===== config.mk =====
export PLATFORM = sky130hd
export DESIGN_NAME = c1908_secded
export DESIGN_NICKNAME = d
export VERILOG_FILES = /design/src/rtl/c1908_secded.sv
export SDC_FILE = /design/constraint.sdc
export NUM_CORES = 1
export LEC_CHECK = 0
export ABC_AREA = 0
export BUFFER_PORTS_ARGS = -buffer_cell sky130_fd_sc_hd__buf_2
export CAP_MARGIN = 40
export CORE_ASPECT_RATIO = 1.75
export CORE_MARGIN = 2
export CORE_UTILIZATION = 54
export CTS_BUF_LIST = sky130_fd_sc_hd__clkbuf_8
export CTS_CLUSTER_SIZE = 28
export DETAILED_ROUTE_END_ITERATION = 6
export GPL_TIMING_DRIVEN = 1
export PLACE_DENSITY = 0.9
export SLEW_MARGIN = 15
export SYNTH_ARGS = -nofsm -noshare
export SYNTH_HDL_FRONTEND = slang
export SYNTH_SLANG_ARGS = --single-unit

===== constraint.sdc =====
create_clock -name clk -period 0.8 [get_ports clk]
set_input_delay 0.04 -clock clk [delete_from_list [all_inputs] [get_ports clk]]
set_output_delay 0.04 -clock clk [all_outputs]
set_load 0.01 [all_outputs]

===== src/rtl/c1908_secded.sv =====
// Registered 16-bit SEC/DED decoder with c1908 pin names: Hamming(21,16) plus overall parity.
// Define C1908_SECDED_INREG_EN to add an input register stage (2-cycle latency).
module c1908_secded (
  input  logic clk,
  input  logic rst_n,
  input  logic N1,
  input  logic N4,
  input  logic N7,
  input  logic N10,
  input  logic N13,
  input  logic N16,
  input  logic N19,
  input  logic N22,
  input  logic N25,
  input  logic N28,
  input  logic N31,
  input  logic N34,
  input  logic N37,
  input  logic N40,
  input  logic N43,
  input  logic N46,
  input  logic N49,
  input  logic N53,
  input  logic N56,
  input  logic N60,
  input  logic N63,
  input  logic N66,
  input  logic N69,
  input  logic N72,
  input  logic N76,
  input  logic N79,
  input  logic N82,
  input  logic N85,
  input  logic N88,
  input  logic N91,
  input  logic N94,
  input  logic N99,
  input  logic N104,
  output logic N2753,
  output logic N2754,
  output logic N2755,
  output logic N2756,
  output logic N2762,
  output logic N2767,
  output logic N2768,
  output logic N2779,
  output logic N2780,
  output logic N2781,
  output logic N2782,
  output logic N2783,
  output logic N2784,
  output logic N2785,
  output logic N2786,
  output logic N2787,
  output logic N2886,
  output logic N2887,
  output logic N2888,
  output logic N2889,
  output logic N2890,
  output logic N2891,
  output logic N2892,
  output logic N2899,
  output logic N2811
);

  logic [15:0] dRaw;
  logic [5:0]  cRaw;
  logic        corrRaw;
  logic [9:0]  auxRaw;

  assign dRaw    = {N46, N43, N40, N37, N34, N31, N28, N25,
                    N22, N19, N16, N13, N10, N7,  N4,  N1};
  assign cRaw    = {N66, N63, N60, N56, N53, N49};
  assign corrRaw = N69;
  assign auxRaw  = {N104, N99, N94, N91, N88, N85, N82, N79, N76, N72};

  logic [15:0] dIn;
  logic [5:0]  cIn;
  logic        corrIn;
  logic [9:0]  auxIn;

`ifdef C1908_SECDED_INREG_EN
  logic [15:0] dIn_q;
  logic [5:0]  cIn_q;
  logic        corrIn_q;
  logic [9:0]  auxIn_q;

  always_ff @(posedge clk or negedge rst_n) begin
    if (!rst_n) begin
      dIn_q    <= '0;
      cIn_q    <= '0;
      corrIn_q <= 1'b0;
      auxIn_q  <= '0;
    end else begin
      dIn_q    <= dRaw;
      cIn_q    <= cRaw;
      corrIn_q <= corrRaw;
      auxIn_q  <= auxRaw;
    end
  end

  assign dIn    = dIn_q;
  assign cIn    = cIn_q;
  assign corrIn = corrIn_q;
  assign auxIn  = auxIn_q;
`else
  assign dIn    = dRaw;
  assign cIn    = cRaw;
  assign corrIn = corrRaw;
  assign auxIn  = auxRaw;
`endif

  // Codeword position of each data bit: the non-power-of-two slots 3..21 in order.
  function automatic logic [4:0] dataPos(input logic [3:0] idx);
    logic [4:0] pos;
    case (idx)
      4'd0:    pos = 5'd3;
      4'd1:    pos = 5'd5;
      4'd2:    pos = 5'd6;
      4'd3:    pos = 5'd7;
      4'd4:    pos = 5'd9;
      4'd5:    pos = 5'd10;
      4'd6:    pos = 5'd11;
      4'd7:    pos = 5'd12;
      4'd8:    pos = 5'd13;
      4'd9:    pos = 5'd14;
      4'd10:   pos = 5'd15;
      4'd11:   pos = 5'd17;
      4'd12:   pos = 5'd18;
      4'd13:   pos = 5'd19;
      4'd14:   pos = 5'd20;
      default: pos = 5'd21;
    endcase
    return pos;
  endfunction

  logic [4:0]  syn_d;
  logic [15:0] flipMask;

  // Syndrome is the XOR of the positions of all set data bits, folded with the check bits.
  always_comb begin
    syn_d    = cIn[4:0];
    flipMask = '0;
    for (int i = 0; i < 16; i++) begin
      if (dIn[i]) begin
        syn_d = syn_d ^ dataPos(4'(i));
      end
    end
    for (int i = 0; i < 16; i++) begin
      flipMask[i] = (syn_d == dataPos(4'(i)));
    end
  end

  logic        parity;
  logic        synZero;
  logic        synInRange;
  logic        sec_d;
  logic        ded_d;
  logic        noErr_d;
  logic        auxPar_d;
  logic [15:0] q_d;

  assign parity     = (^dIn) ^ (^cIn);
  assign synZero    = (syn_d == 5'd0);
  assign synInRange = (syn_d <= 5'd21);

  assign noErr_d  = synZero & ~parity;
  assign sec_d    = parity & (synZero | synInRange);
  assign ded_d    = ~synZero & (~parity | ~synInRange);
  assign auxPar_d = ^auxIn;

  // flipMask is empty for check-bit syndromes and out-of-range syndromes, so only data gets flipped.
  assign q_d = (corrIn && sec_d) ? (dIn ^ flipMask) : dIn;

  logic [15:0] q_q;
  logic [4:0]  syn_q;
  logic        sec_q;
  logic        ded_q;
  logic        noErr_q;
  logic        auxPar_q;

  always_ff @(posedge clk or negedge rst_n) begin
    if (!rst_n) begin
      q_q      <= '0;
      syn_q    <= '0;
      sec_q    <= 1'b0;
      ded_q    <= 1'b0;
      noErr_q  <= 1'b0;
      auxPar_q <= 1'b0;
    end else begin
      q_q      <= q_d;
      syn_q    <= syn_d;
      sec_q    <= sec_d;
      ded_q    <= ded_d;
      noErr_q  <= noErr_d;
      auxPar_q <= auxPar_d;
    end
  end

  assign N2753 = q_q[0];
  assign N2754 = q_q[1];
  assign N2755 = q_q[2];
  assign N2756 = q_q[3];
  assign N2762 = q_q[4];
  assign N2767 = q_q[5];
  assign N2768 = q_q[6];
  assign N2779 = q_q[7];
  assign N2780 = q_q[8];
  assign N2781 = q_q[9];
  assign N2782 = q_q[10];
  assign N2783 = q_q[11];
  assign N2784 = q_q[12];
  assign N2785 = q_q[13];
  assign N2786 = q_q[14];
  assign N2787 = q_q[15];

  assign N2886 = syn_q[0];
  assign N2887 = syn_q[1];
  assign N2888 = syn_q[2];
  assign N2889 = syn_q[3];
  assign N2890 = syn_q[4];

  assign N2891 = sec_q;
  assign N2892 = ded_q;
  assign N2899 = noErr_q;
  assign N2811 = auxPar_q;

endmodule


# ---- Word-level counts from Yosys, hierarchy flattened
# Index checks and enable logic that the tools add are counted.
dict set report classes {
  muxes 33
  n_lt_le_gt_ge 1
  n_bitwise 26
  n_eq_ne 16
  reduce_logical 5
}
# op n
set op_table {}
lappend op_table {{$mux 5} 32}
lappend op_table {{$xor 5x5->5} 16}
lappend op_table {{$eq 5x4->1 const B} 7}
lappend op_table {{$eq 5x5->1 const B} 5}
lappend op_table {{$mux 16} 1}
lappend op_table {{$reduce_xor 16->1} 1}
lappend op_table {{$xor 16x16->16} 1}
lappend op_table {{$eq 5x3->1 const B} 3}
lappend op_table {{$reduce_xor 10->1} 1}
lappend op_table {{$reduce_xor 6->1} 1}
lappend op_table {{$eq 5x2->1 const B} 1}
lappend op_table {{$le 5x5->1 const B} 1}
lappend op_table {{$logic_not 5->1} 1}
lappend op_table {{$and 1x1->1} 3}
lappend op_table {{$not 1->1} 3}
lappend op_table {{$or 1x1->1} 2}
lappend op_table {{$logic_and 1x1->1} 1}
lappend op_table {{$xor 1x1->1} 1}
dict set report word_totals {
  out_inout_bits 25
  register_bits 25
  elab_cells 87
}

# ---- Longest topological paths before layout
# Gate-level depths: netlist of run 1.
dict set report depth {
  ltp_word 38
  ltp_mapped 8
  depth_no_buf 7
}

# ---- Worst setup path before layout of run 1
# No wires, ideal clock.
dict set report synth_path {
  path_type {input -> register}
  start {input port N28}
  end {register q_q[11]}
  stages 7
  arrival_ps 1642
  path_slack_ps -965
  required_time_ps 677
  path_cell_list {xnor2_1 > xnor3_1 > xor2_1 > inv_1 > nor3_1 > nand4_1 > xnor2_1}
}
dict set report synth_via {
  elab_chain_len 18
  word_cells_on_any_way 23
  classes_between {order compare (1); eq/ne (1); mux (8); bitwise (10); reduce/logical (3)}
}
# element line_no
set synth_rtl {}
lappend synth_rtl {{from (decl)} 15} ;# input logic N28,
lappend synth_rtl {{$mux 5 *} 145} ;# if (dIn[i]) begin
lappend synth_rtl {{$xor 5x5->5} 146} ;# syn_d = syn_d ^ dataPos(4'(i));
lappend synth_rtl {{$mux 5 *} 145}
lappend synth_rtl {{$xor 5x5->5} 146}
lappend synth_rtl {{$mux 5 *} 145}
lappend synth_rtl {{$xor 5x5->5} 146}
lappend synth_rtl {{$mux 5 *} 145}
lappend synth_rtl {{$xor 5x5->5} 146}
lappend synth_rtl {{[4 not listed]} -}
lappend synth_rtl {{$mux 5 *} 145}
lappend synth_rtl {{net syn_d[1]} 137} ;# logic [4:0] syn_d;
lappend synth_rtl {{$le 5x5->1 or $logic_not 5->1 (tied branches)} {165, 164}}
lappend synth_rtl {{$or 1x1->1} 168} ;# assign sec_d = parity & (synZero | synInRange);
lappend synth_rtl {{$and 1x1->1} 168}
lappend synth_rtl {{$logic_and 1x1->1} 173} ;# assign q_d = (corrIn && sec_d) ? (dIn ^ flipMask) : dIn;
lappend synth_rtl {{$mux 16 *} 173}
lappend synth_rtl {{net q_d[11]} 161} ;# logic [15:0] q_d;
lappend synth_rtl {{to (signal assigned)} 191} ;# q_q <= q_d;
lappend synth_rtl {{to (decl)} 175} ;# logic [15:0] q_q;
# The timed path passes the listed nets; every way through them passes the cells marked *.

# ---- Worst setup path after layout of run 1
dict set report layout_path {
  start {input port N31}
  end {register q_q[2]}
}
dict set report layout_via {
  elab_chain_len 16
  word_cells_on_any_way 21
  classes_between {order compare (1); eq/ne (1); mux (7); bitwise (9); reduce/logical (3)}
}
# element line_no
set layout_rtl {}
lappend layout_rtl {{from (decl)} 16} ;# input logic N31,
lappend layout_rtl {{$mux 5 *} 145}
lappend layout_rtl {{$xor 5x5->5} 146}
lappend layout_rtl {{$mux 5 *} 145}
lappend layout_rtl {{$xor 5x5->5} 146}
lappend layout_rtl {{$mux 5 *} 145}
lappend layout_rtl {{$xor 5x5->5} 146}
lappend layout_rtl {{$mux 5 *} 145}
lappend layout_rtl {{$xor 5x5->5} 146}
lappend layout_rtl {{[2 not listed]} -}
lappend layout_rtl {{$mux 5 *} 145}
lappend layout_rtl {{net syn_d[1]} 137}
lappend layout_rtl {{$le 5x5->1 or $logic_not 5->1 (tied branches)} {165, 164}}
lappend layout_rtl {{$or 1x1->1} 168}
lappend layout_rtl {{$and 1x1->1} 168}
lappend layout_rtl {{$logic_and 1x1->1} 173}
lappend layout_rtl {{$mux 16 *} 173}
lappend layout_rtl {{net q_d[2]} 161}
# Marks and branches as above.

==> out/qor.yml, run 1 <==
cts:
  clk_path_buf_depth: 2
  cts_buffers: 3
  cts_tree: "built"
  root_buffer: "clkbuf_8"
  cts.clk_slew.worst_paths_ns: 0.10
  cts.sinks: 25
  cts_max_level: 1
detailed_routing:
  antenna_left: 0
  drtPass1Iterations: 5
  viasPerCell: 5.87
  routed_wl_mm: 5.77
  num_vias: 1545
  drt_iter0_markers: 111
  drc_errors: 0
  wire_per_inst_um: 21.9
power_and_ir_drop:
  comb_power_share_pct: 64.6
  power_density_nw_per_um2: 2590
  pwr-share-clk_pct: 11.6
  swShare_pct: 41.2
  total_power_mw: 6.80
  intPower_mw: 4.00
  seqPwrFrac_pct: 23.8
  netSwitchingPower_mw: 2.80
  vdd_drop_max_uv: 2620
  cellLeakagePower_nw: 1.26
timing:
  worst_pin_slew_ns: 0.530
  rsz0062_at_grt: "yes"
  report.final.hold_viol_count: 0
  drv_slew: 0
  finalWorstSetupSlack_ns: -0.943
  fin_crit_sh_pct: 218
  post-route-min-period_ns: 1.74
  max_clock_freq_mhz: 574
  relSlewSlack_pct: 64.6
  finalSetupViolCount: 44
cells_and_area:
  multi_input_area_um2: 1180
  final_common_cell: "buf_2"
  syn2layout_area_growth_pct: 66.0
  drive_gt1_share_pct: 62.1
  final_cell_mix: "buf_2 (49), buf_4 (30), xnor2_1 (27), dfrtp_1 (25), buf_6 (16)"
  antenna_cells: 0
  final_area_um2: 2630
  num-nets-final: 271
  fillers: 105
  fin_cells: 263
  regArea_um2: 626
worst_hold_path:
  min_path_type: "in2reg"
global_routing:
  grt_max_degree: 26
  grt_pass1_wl_mm: 7.30
  antenna_found_initial: 0
  grt.total_usage_pct: 31.1
  grt_pass1_vias: 1490
  grt_overflow_total: 0
placement:
  place_inst: 255
  hpwl_mm: 3.46
  detailedPlace.worstSlack_ns: -1.18
  dpl_cell_area_um2: 2240
  port_buffers: 59
  gp_congestion: 0.834
synthesis:
  ys_seq_elements: 25
  ys_seq_area_share_pct: 39.5
  yosysWarningCount: 0
  syn_inst: 134
  syn_nets: 169
  ys_types: 28
  synth_area_um2: 1580
  synth_area_per_cell_um2: 11.8
setup_path:
  crit_type: "in2reg"
  cp_max_fo: 4
  cp.required_ns: 1.00
  arrival_ns: 1.94
  worstSetupEndpointType: "flip-flop"
  start_kind: "primary input"
floorplan:
  dieHeight_um: 75.6
  start_util_pct: 55.3
  die-area_um2: 3400
  core_area_um2: 2860
  ios: 60
  row_count: 26
  fp.dieW_um: 44.9
status:
  violations: "negative setup slack"
  status: "finished, violations left"
job:
  max_cap_viol_count: 0
==> path summary, 6_finish.rpt <==
kind                       start     end  slack, ns  depth (start not counted)
min                          N22  q_q[7]       0.03                          3
min in group asynchronous  rst_n   N2891       0.27                          2
max in group asynchronous  rst_n   N2892       0.16                          2
max                          N31  q_q[2]      -0.94                         10
==> cell usage after synthesis <==
library cell / count / area share, %
xnor2_1: 41 / 23
dfrtp_1: 25 / 39
nand4_1: 10 / 3.9
nand3_1: 8 / 2.5
nand2_1: 6 / 1.4
xnor3_1: 6 / 8.5
nor2_1: 5 / 1.2
xor2_1: 4 / 2.2
and2_1: 3 / 1.2
inv_1: 3 / 0.71
a21oi_1: 2 / 0.63
buf_4: 2 / 0.95
nor3_1: 2 / 0.63
xnor3_2: 2 / 3.0
xor3_1: 2 / 3.0
a21boi_1: 1 / 0.47
buf_2: 1 / 0.32
mux2i_1: 1 / 0.63
nand2b_1: 1 / 0.40
nor3_2: 1 / 0.63
o21a_1: 1 / 0.47
o21ai_0: 1 / 0.32
o21ai_1: 1 / 0.32
o22ai_2: 1 / 0.79
or2_2: 1 / 0.40
or3_1: 1 / 0.40
xnor2_2: 1 / 1.0
xnor2_4: 1 / 1.7
==> metal layers <==
layer | wire, um | global-route usage, % | vias to the layer above
met1 | 1820 | 32.0 | 747
met2 | 3240 | 58.4 | 110
li1 | - | - | 659
met3 | 392 | 3.08 | 29
met5 | 0 | 0 | -
met4 | 315 | 18.0 | 0
==> repair_timing <==
item,4_1_cts,5_1_grt
setup buffers,1,2
setup endpoints to repair,45,49
gates resized for setup,34,23
hold endpoints to repair,25,0
hold buffers,1,0
pin swaps,18,6
==> area by class of cell <==
class	instances	share of cell area, %
tap	28	1.33
clock inverter	1	0.190
timing repair buffer	100	27.6
clock buffer	3	1.57
multi-input combinational	103	45.1
sequential	25	23.8
inverter	3	0.428
==> worst max-delay path: stages <==
cell and delay, ns:
buf_8 0.10, buf_6 0.12, xnor2_4 0.15, buf_6 0.12, xnor3_1 0.42, xor2_2 0.20
inv_2 0.13, and2_4 0.19, nand4_1 0.22, xnor2_2 0.26
==> power by group through the flow <==
stage / sequential [mW] / clock (mW) / combinational (mW)
after CTS: 1.59 / 0.736 / 3.85
after global routing: 1.64 / 0.806 / 4.59
after floorplan: 1.77 / 0 / 1.88
after detailed placement: 1.61 / 0 / 3.40
final: 1.62 / 0.791 / 4.39
after global placement: 1.61 / 0 / 3.22
==> through the flow <==
stage                     hold WS [ns]  utilization (%)  TNS [ns]
final                           0.0256             91.8    -17.47
after global routing            0.0356             91.8    -19.16
after CTS                       0.0394             87.1    -16.08
after detailed placement        0.0427             78.2    -24.37
after global placement          0.0299             78.2    -22.90
after floorplan                 -0.256                -    -17.28
==> cell families after synthesis <==
kind of cell	Yosys count	synth area share (%)
xor gates and xnor gates	57	42.2
and+or+nand+nor	38	12.7
DFF	25	39.5
AOI/OAI and AO/OA	7	3.00
buffers and inverters	6	1.97
muxes	1	0.632
==> registers in the layout (all words and copies together), names as in the netlist <==
| signal | flops |
|---|---|
| N2892 | 1 |
| N2899 | 1 |
| syn_q | 5 |
| N2811 | 1 |
| N2891 | 1 |
| q_q | 16 |
No activity file was read; power rests on OpenSTA's default activity.
==> run 2, diff against run 1 <==
--- a/config.mk
+++ b/config.mk
@@ -5,17 +5,17 @@
 export SDC_FILE = /design/constraint.sdc
 export NUM_CORES = 1
 export LEC_CHECK = 0
-export ABC_AREA = 0
+export ABC_AREA = 1
 export BUFFER_PORTS_ARGS = -buffer_cell sky130_fd_sc_hd__buf_2
 export CAP_MARGIN = 40
 export CORE_ASPECT_RATIO = 1.75
 export CORE_MARGIN = 2
-export CORE_UTILIZATION = 54
+export CORE_UTILIZATION = 56
 export CTS_BUF_LIST = sky130_fd_sc_hd__clkbuf_8
 export CTS_CLUSTER_SIZE = 28
 export DETAILED_ROUTE_END_ITERATION = 6
 export GPL_TIMING_DRIVEN = 1
-export PLACE_DENSITY = 0.9
+export PLACE_DENSITY = 0.86
 export SLEW_MARGIN = 15
 export SYNTH_ARGS = -nofsm -noshare
 export SYNTH_HDL_FRONTEND = slang
==> constraint.sdc (replaced) <==
create_clock -name clk -period 2 [get_ports clk]
set_input_delay 0.1 -clock clk [delete_from_list [all_inputs] [get_ports clk]]
set_output_delay 0.1 -clock clk [all_outputs]
set_load 0.01 [all_outputs]
==> run 2 against run 1 <==
Compared with the run above: the run now ends clean; utilization fell by 25 points; synthesized cell count increased to 3.1 times the previous value; highest routed layer unchanged; die area up 45%; largest power group unchanged; synthesized area rose by 54%; first-iteration DRC count fell by 39%; sequential share of layout area fell by 1.3 points; clock-buffer cell count unchanged; non-clock buffer count is 39 lower; global-route usage decreased by 3.9 points; worst setup slack improved by 1.2 ns; clock power decreased by 64%; hold slack better by 0.068 ns.
==> out/qor.yml, run 2 <==
timing:
  finalSetupViolCount: 0  # was 44
  drv_slew: 0  # unchanged
  fin_crit_sh_pct: 87.3
  fin_tns_setup_ns: 0  # was -17.47 ns
  worst_pin_slew_ns: 0.507  # was 0.530 ns
  rsz0062_at_grt: "no"  # was yes
  post-route-min-period_ns: 1.75
  report.final.hold_viol_count: 0  # unchanged
  relSlewSlack_pct: 66.2  # was 64.6%
  max_clock_freq_mhz: 573
setup_path:
  start_kind: "primary input"  # unchanged
  slowest_stage: "nand2_1"  # was xnor3_1
  crit_type: "in2reg"  # unchanged
  cp_cell_sequence: "buf_2, inv_2, nand2_1, nand2_2, inv_2, nand2_1, nand2_4, nand2_1, nand2_1, nor2_1, nand2_1, inv_1, nand3_1, nand2_1, nand2_1, nand2_1"  # was buf_8, buf_6, xnor2_4, buf_6, xnor3_1, xor2_2, inv_2, and2_4, nand4_1, xnor2_2
  cp_max_fo: 13  # was 4
  crit_start: "N46"  # was N31
  crit_path_frequent_cell: "nand2_1"  # was buf_6
  worstSetupEndpointType: "flip-flop"  # unchanged
  arrival_ns: 1.94  # about the same
  cp.required_ns: 2.20  # was 1.00 ns
  max_stage_delay_ns: 0.29  # was 0.42 ns
global_routing:
  grt_pass1_vias: 2480  # was 1,490
  antenna_found_initial: 0  # unchanged
  grt.total_usage_pct: 27.2  # was 31.1%
  grt_pass1_wl_mm: 10.2  # was 7.30 mm
  grt_max_degree: 26  # unchanged
  grt_overflow_total: 0  # unchanged
synthesis:
  yosysTopAreaCell: "nand2_1"  # was dfrtp_1
  ys_types: 22  # was 28
  synthFlopType: "dfrtp_1"  # unchanged
  synthArstFlopShare_pct: 100  # unchanged
  yosysWarningCount: 0  # unchanged
  synth_edf_count: 0  # unchanged
  synth_top_area_share_pct: 33.8  # was 39.5%
  synth_area_um2: 2440  # was 1580 um2
  ys_seq_area_share_pct: 25.6  # was 39.5%
  yosysMostFrequentCell: "nand2_1"  # was xnor2_1
  syn_nets: 451  # was 169
  syn_inst: 416  # was 134
  ys_seq_elements: 25  # unchanged
  ys_top_cells_by_area: "nand2_1 (34%), dfrtp_1 (26%), nand3_1 (7.2%), inv_1 (5.1%), nand2_2 (4.9%)"  # was dfrtp_1 (39%), xnor2_1 (23%), xnor3_1 (8.5%), nand4_1 (3.9%), xnor3_2 (3.0%)
  synth_area_per_cell_um2: 5.87  # was 11.8 um2
  yosys-top-cells-count: "nand2_1 (220), nand3_1 (35), inv_1 (33), dfrtp_1 (25), nand2_2 (19)"  # was xnor2_1 (41), dfrtp_1 (25), nand4_1 (10), nand3_1 (8)
detailed_routing:
  viasPerCell: 5.14  # was 5.87
  antenna_left: 0  # unchanged
  drc_errors: 0  # unchanged
  routed_wl_mm: 6.18  # was 5.77 mm
  drtPass1Iterations: 4  # was 5
  drt_iter0_markers: 68  # was 111
  wire_per_inst_um: 11.9  # was 21.9 um
  num_vias: 2675  # was 1,545
power_and_ir_drop:
  cellLeakagePower_nw: 1.72  # was 1.26 nW
  vdd_drop_max_uv: 505  # was 2620 uV
  power_density_nw_per_um2: 690  # was 2590 nW/um2
status:
  status: "finished, final reports clean"  # was finished, violations left
floorplan:
  die-area_um2: 4930  # was 3400 um2
  core_area_um2: 4150  # was 2860 um2
  row_count: 31  # was 26
  start_util_pct: 58.8  # was 55.3%
  dieHeight_um: 91.4  # was 75.6 um
  ios: 60  # unchanged
  fp.dieW_um: 53.9  # was 44.9 um
cells_and_area:
  num-nets-final: 507  # was 271
  utilization_pct: 67.1  # was 91.8%
  antenna_cells: 0  # unchanged
  final_common_cell: "nand2_1"  # was buf_2
  drive_gt1_share_pct: 23.4  # was 62.1%
  regMostFlops: "q_q"  # unchanged
  largest_reg_flops: 16  # unchanged
  fin_cells: 520  # was 263
  syn2layout_area_growth_pct: 14.0  # was 66.0%
  final_cell_mix: "nand2_1 (220), buf_2 (59), nand3_1 (35), inv_1 (33), dfrtp_1 (25)"  # was buf_2 (49), buf_4 (30), xnor2_1 (27), dfrtp_1 (25), buf_6 (16)
  top_regs: "q_q: 16 flops, syn_q: 5 flops"  # unchanged
cts:
  root_buffer: "clkbuf_8"  # unchanged
  cts_buffers: 3  # unchanged
  cts.sinks: 25  # unchanged
  clk_path_buf_depth: 2  # unchanged
  cts_tree: "built"  # unchanged
  cts_max_level: 1  # unchanged
  cts_resized: 0  # was 34
  cts.clk_slew.worst_paths_ns: 0.08  # was 0.10 ns
worst_hold_path:
  hold_start: "N43"  # was N22
  min_path_type: "in2reg"  # unchanged
placement:
  gp_congestion: 0.981  # was 0.834
  hpwl_mm: 5.22  # was 3.46 mm
  port_buffers: 59  # unchanged
  place_inst: 515  # was 255
job:
  max_cap_viol_count: 0  # unchanged
[run 2: cell types whose count changed in the layout (fill, tap and decap cells not counted), sizes merged, moves of 4 or more]
cell | previous run | this run
nor2 | 5 | 18
xnor2 | 43 | 12
inv | 3 | 47
nand2 | 6 | 242
xor2 | 4 | 9
nand4 | 10 | 6
nand3 | 8 | 39
buf | 99 | 60
xnor3 | 8 | 0
[run 2: metrics by stage]
stage / setup slack, ns / total power [mW] / instance area [um2] / hold slack (ns)
global placement: 0.0664 / 1.62 / 2730 / 0.0903
CTS: 0.281 / 1.92 / 2780 / 0.0945
detailed placement: 0.00371 / 1.64 / 2730 / 0.0994
global route: 0.105 / 2.08 / 2780 / 0.113
finish: 0.255 / 1.92 / 2780 / 0.0932
floorplan: 0.511 / 1.36 / 2440 / -0.196
[run 2: critical path: cells and delay by family]
family | cells | cell delay (ns)
AND/OR/NAND/NOR | 12 | 1.40
buffers and inverters | 4 | 0.44
[run 2: cell families (layout without fill, tap and decap cells)]
group                     count (synthesis)  after routing  share of synthesized area [%]
buffers and inverters                    57            112                           10.6
DFF                                      25             25                           25.6
AOI/OAI and AO/OA                         6              6                           1.54
xor gates and xnor gates                 21             21                           7.53
and+or+nand+nor                         307            307                           54.8
[run 2: cell type report]
cell class | instances | area, um2
Inverter | 47 | 179
Timing Repair Buffer | 61 | 313
Clock buffer | 3 | 41.3
Clock inverter | 1 | 5.00
Sequential cell | 25 | 626
Tap cell | 49 | 61.3
Fill cell | 406 | 1370
Multi-Input combinational cell | 334 | 1560
[run 2: per-layer routing]
layer	global-route usage [%]	share of wire [%]	vias to the layer above
li1	-	-	1370
met1	28.1	37	1195
met2	50.6	53	89
met3	1.97	5.1	21
met4	13.7	4.5	0
met5	0	0	-
[run 2: report_power, final]
part | leakage, nW | internal (mW) | switching, mW
sequential | 0.298 | 0.618 | 0.0239
clock | 0.0255 | 0.139 | 0.145
combinational | 1.39 | 0.334 | 0.659
[run 2: path summary, 6_finish.rpt]
check / cells after the start / slack, ns / endpoint
worst max-delay path: 16 / 0.25 / q_q[8]
worst min-delay path: 3 / 0.09 / q_q[14]
max in group asynchronous: 2 / 1.33 / q_q[1]
min in group asynchronous: 2 / 0.33 / q_q[7]
[run 2: what timing repair did]
item / CTS / global route
setup buffers: 0 / 0
hold buffers: 1 / 0
hold endpoints to repair: 25 / 0
==> run 3, diff against run 2 <==
--- a/config.mk
+++ b/config.mk
@@ -10,12 +10,13 @@
 export CAP_MARGIN = 40
 export CORE_ASPECT_RATIO = 1.75
 export CORE_MARGIN = 2
-export CORE_UTILIZATION = 56
+export CORE_UTILIZATION = 52
 export CTS_BUF_LIST = sky130_fd_sc_hd__clkbuf_8
 export CTS_CLUSTER_SIZE = 28
 export DETAILED_ROUTE_END_ITERATION = 6
 export GPL_TIMING_DRIVEN = 1
-export PLACE_DENSITY = 0.86
+export HOLD_SLACK_MARGIN = 0.12
+export PLACE_DENSITY = 0.81
 export SLEW_MARGIN = 15
 export SYNTH_ARGS = -nofsm -noshare
 export SYNTH_HDL_FRONTEND = slang
==> run 3 against run 2 <==
Compared with the run above: via count up 0.30%; wire length up 2.0%; cell area up 0.81%; clock power down 5%; sequential share of layout area down 0.18 points; critical path type unchanged.
==> out/qor.yml, run 3 (synthesis gave the netlist of run 2 again) <==
cells_and_area:
  fillers: 477  # was 406
  final_cell_mix: "nand2_1 (220), buf_2 (59), nand3_1 (35), inv_1 (34), dfrtp_1 (25)"  # was nand2_1 (220), buf_2 (59), nand3_1 (35), inv_1 (33), dfrtp_1 (25)
  antenna_cells: 0  # unchanged
  final_common_cell: "nand2_1"  # unchanged
  top_regs: "q_q: 16 flops, syn_q: 5 flops"  # unchanged
  syn2layout_area_growth_pct: 14.9  # was 14.0%
  regMostFlops: "q_q"  # unchanged
  final_area_um2: 2810  # was 2780 um2
  largest_reg_flops: 16  # unchanged
  drive_gt1_share_pct: 23.0  # was 23.4%
  num-nets-final: 509  # was 507
  regArea_um2: 626  # unchanged
  multi_input_area_um2: 1560  # unchanged
cts:
  cts_setup_buffers: 0  # unchanged
  cts_hold_buf: 3  # was 1
  cts_resized: 0  # unchanged
  cts_max_level: 1  # unchanged
  cts_tree: "built"  # unchanged
  cts.sinks: 25  # unchanged
  cts.clk_slew.worst_paths_ns: 0.08  # about the same
  clk_path_buf_depth: 2  # unchanged
  cts_buffers: 3  # unchanged
  root_buffer: "clkbuf_8"  # unchanged
worst_hold_path:
  hold_start: "N7"  # was N43
  min_path_type: "in2reg"  # unchanged
  whs_path_depth: 3  # unchanged
  hold_end: "q_q[2]"  # was q_q[14]
detailed_routing:
  num_vias: 2683  # was 2,675
  drt_iter0_markers: 57  # was 68
  wire_per_inst_um: 12.0  # was 11.9 um
  routed_wl_mm: 6.31  # was 6.18 mm
  antenna_left: 0  # unchanged
  viasPerCell: 5.11  # was 5.14
  drtPass1Iterations: 4  # unchanged
  drc_errors: 0  # unchanged
job:
  max_cap_viol_count: 0  # unchanged
placement:
  dpl_cell_area_um2: 2730  # about the same
  port_buffers: 59  # unchanged
  gp_congestion: 0.962  # was 0.981
  hpwl_mm: 5.36  # was 5.22 mm
timing:
  max_clock_freq_mhz: 604  # was 573 MHz
  post-route-min-period_ns: 1.66  # was 1.75 ns
  fin_crit_sh_pct: 82.8  # was 87.3%
  report.final.hold_viol_count: 0  # unchanged
  fin_tns_setup_ns: 0  # unchanged
  rsz0062_at_grt: "no"  # unchanged
  relSlewSlack_pct: 66.6  # was 66.2%
  worst_pin_slew_ns: 0.500  # was 0.507 ns
  drv_slew: 0  # unchanged
  finalSetupViolCount: 0  # unchanged
global_routing:
  grt_overflow_total: 0  # unchanged
  grt.total_usage_pct: 26.0  # was 27.2%
  antenna_found_initial: 0  # unchanged
  grt_max_degree: 26  # unchanged
  grt_pass1_wl_mm: 11.0  # was 10.2 mm
  grt_pass1_vias: 2586  # was 2,480
power_and_ir_drop:
  power_density_nw_per_um2: 682  # was 690 nW/um2
  vdd_drop_max_uv: 540  # was 505 uV
  cellLeakagePower_nw: 1.73  # was 1.72 nW
floorplan:
  fp.dieW_um: 55.8  # was 53.9 um
  row_count: 33  # was 31
  start_util_pct: 53.3  # was 58.8%
  core_area_um2: 4580  # was 4150 um2
  dieHeight_um: 94.7  # was 91.4 um
  die-area_um2: 5280  # was 4930 um2
  ios: 60  # unchanged
setup_path:
  cp_max_fo: 10  # was 13
  crit_type: "in2reg"  # unchanged
  worstSetupEndpointType: "flip-flop"  # unchanged
  start_kind: "primary input"  # unchanged
  cp.required_ns: 2.15  # was 2.20 ns
  arrival_ns: 1.81  # was 1.94 ns
status:
  status: "finished, final reports clean"  # unchanged
## run 3: changes by cell type in the layout (fill, tap and decap cells not counted), sizes merged
cell / previous run / this run
dlygate4sd3: 1 / 3
clkinv: 1 / 0
inv: 47 / 48
## run 3: worst max-delay path by stage
stage / from / endpoint / cells past startpoint / slack [ns]
4_1_cts: N46 / q_q[7] / 17 / 0.37
5_1_grt: N46 / q_q[8] / 16 / 0.16
3_5_place_dp: N46 / q_q[7] / 17 / 0.11
2_1_floorplan: N19 / q_q[7] / 14 / 0.51
3_3_place_gp: N46 / q_q[9] / 17 / 0.14
6_report: N46 / q_q[7] / 17 / 0.34
## run 3: final cells by class
cell class                      count  area share [%]
Sequential cell                    25            22.3
Clock buffer                        3            1.47
Multi-Input combinational cell    334            55.6
Inverter                           47            6.38
Timing Repair Buffer               63            11.9
Clock inverter                      1           0.134
Tap cell                           52            2.32
## run 3: worst max-delay path, cell delays in order
cell and delay (ns):
buf_2 0.14, inv_2 0.07, nand2_1 0.06, nand2_2 0.14, inv_2 0.08, nand2_1 0.10, nand2_4 0.06, nand2_1 0.06
nand2_1 0.21, nor2_1 0.21, nand2_1 0.11, inv_1 0.17, nand2_1 0.08, nand2_1 0.06, nand2_1 0.04, nand2_1 0.06
nand2_1 0.04
## run 3: report_power, final
part / internal, mW / switching [mW]
combinational: 0.337 / 0.667
clock: 0.136 / 0.133
sequential: 0.618 / 0.0229
total: 1.09 / 0.823
## run 3: metal layers
layer | share of wire (%) | global-route usage (%) | up-vias
met1 | 36 | 26.9 | 1182
met4 | 5.7 | 18.1 | 0
met5 | 0 | 0 | -
li1 | - | - | 1376
met2 | 53 | 48.4 | 101
met3 | 5.3 | 2.47 | 24
## run 3: through the flow
step	setup WS [ns]	utilization [%]	instances	hold slack, ns	power, mW
6_report	0.345	61.2	525	0.129	1.91
5_1_grt	0.157	61.2	525	0.123	2.09
4_1_cts	0.372	61.2	525	0.126	1.92
3_5_place_dp	0.107	59.6	518	0.0997	1.65
3_3_place_gp	0.140	59.6	518	0.0881	1.62
2_1_floorplan	0.511	-	416	-0.196	1.36
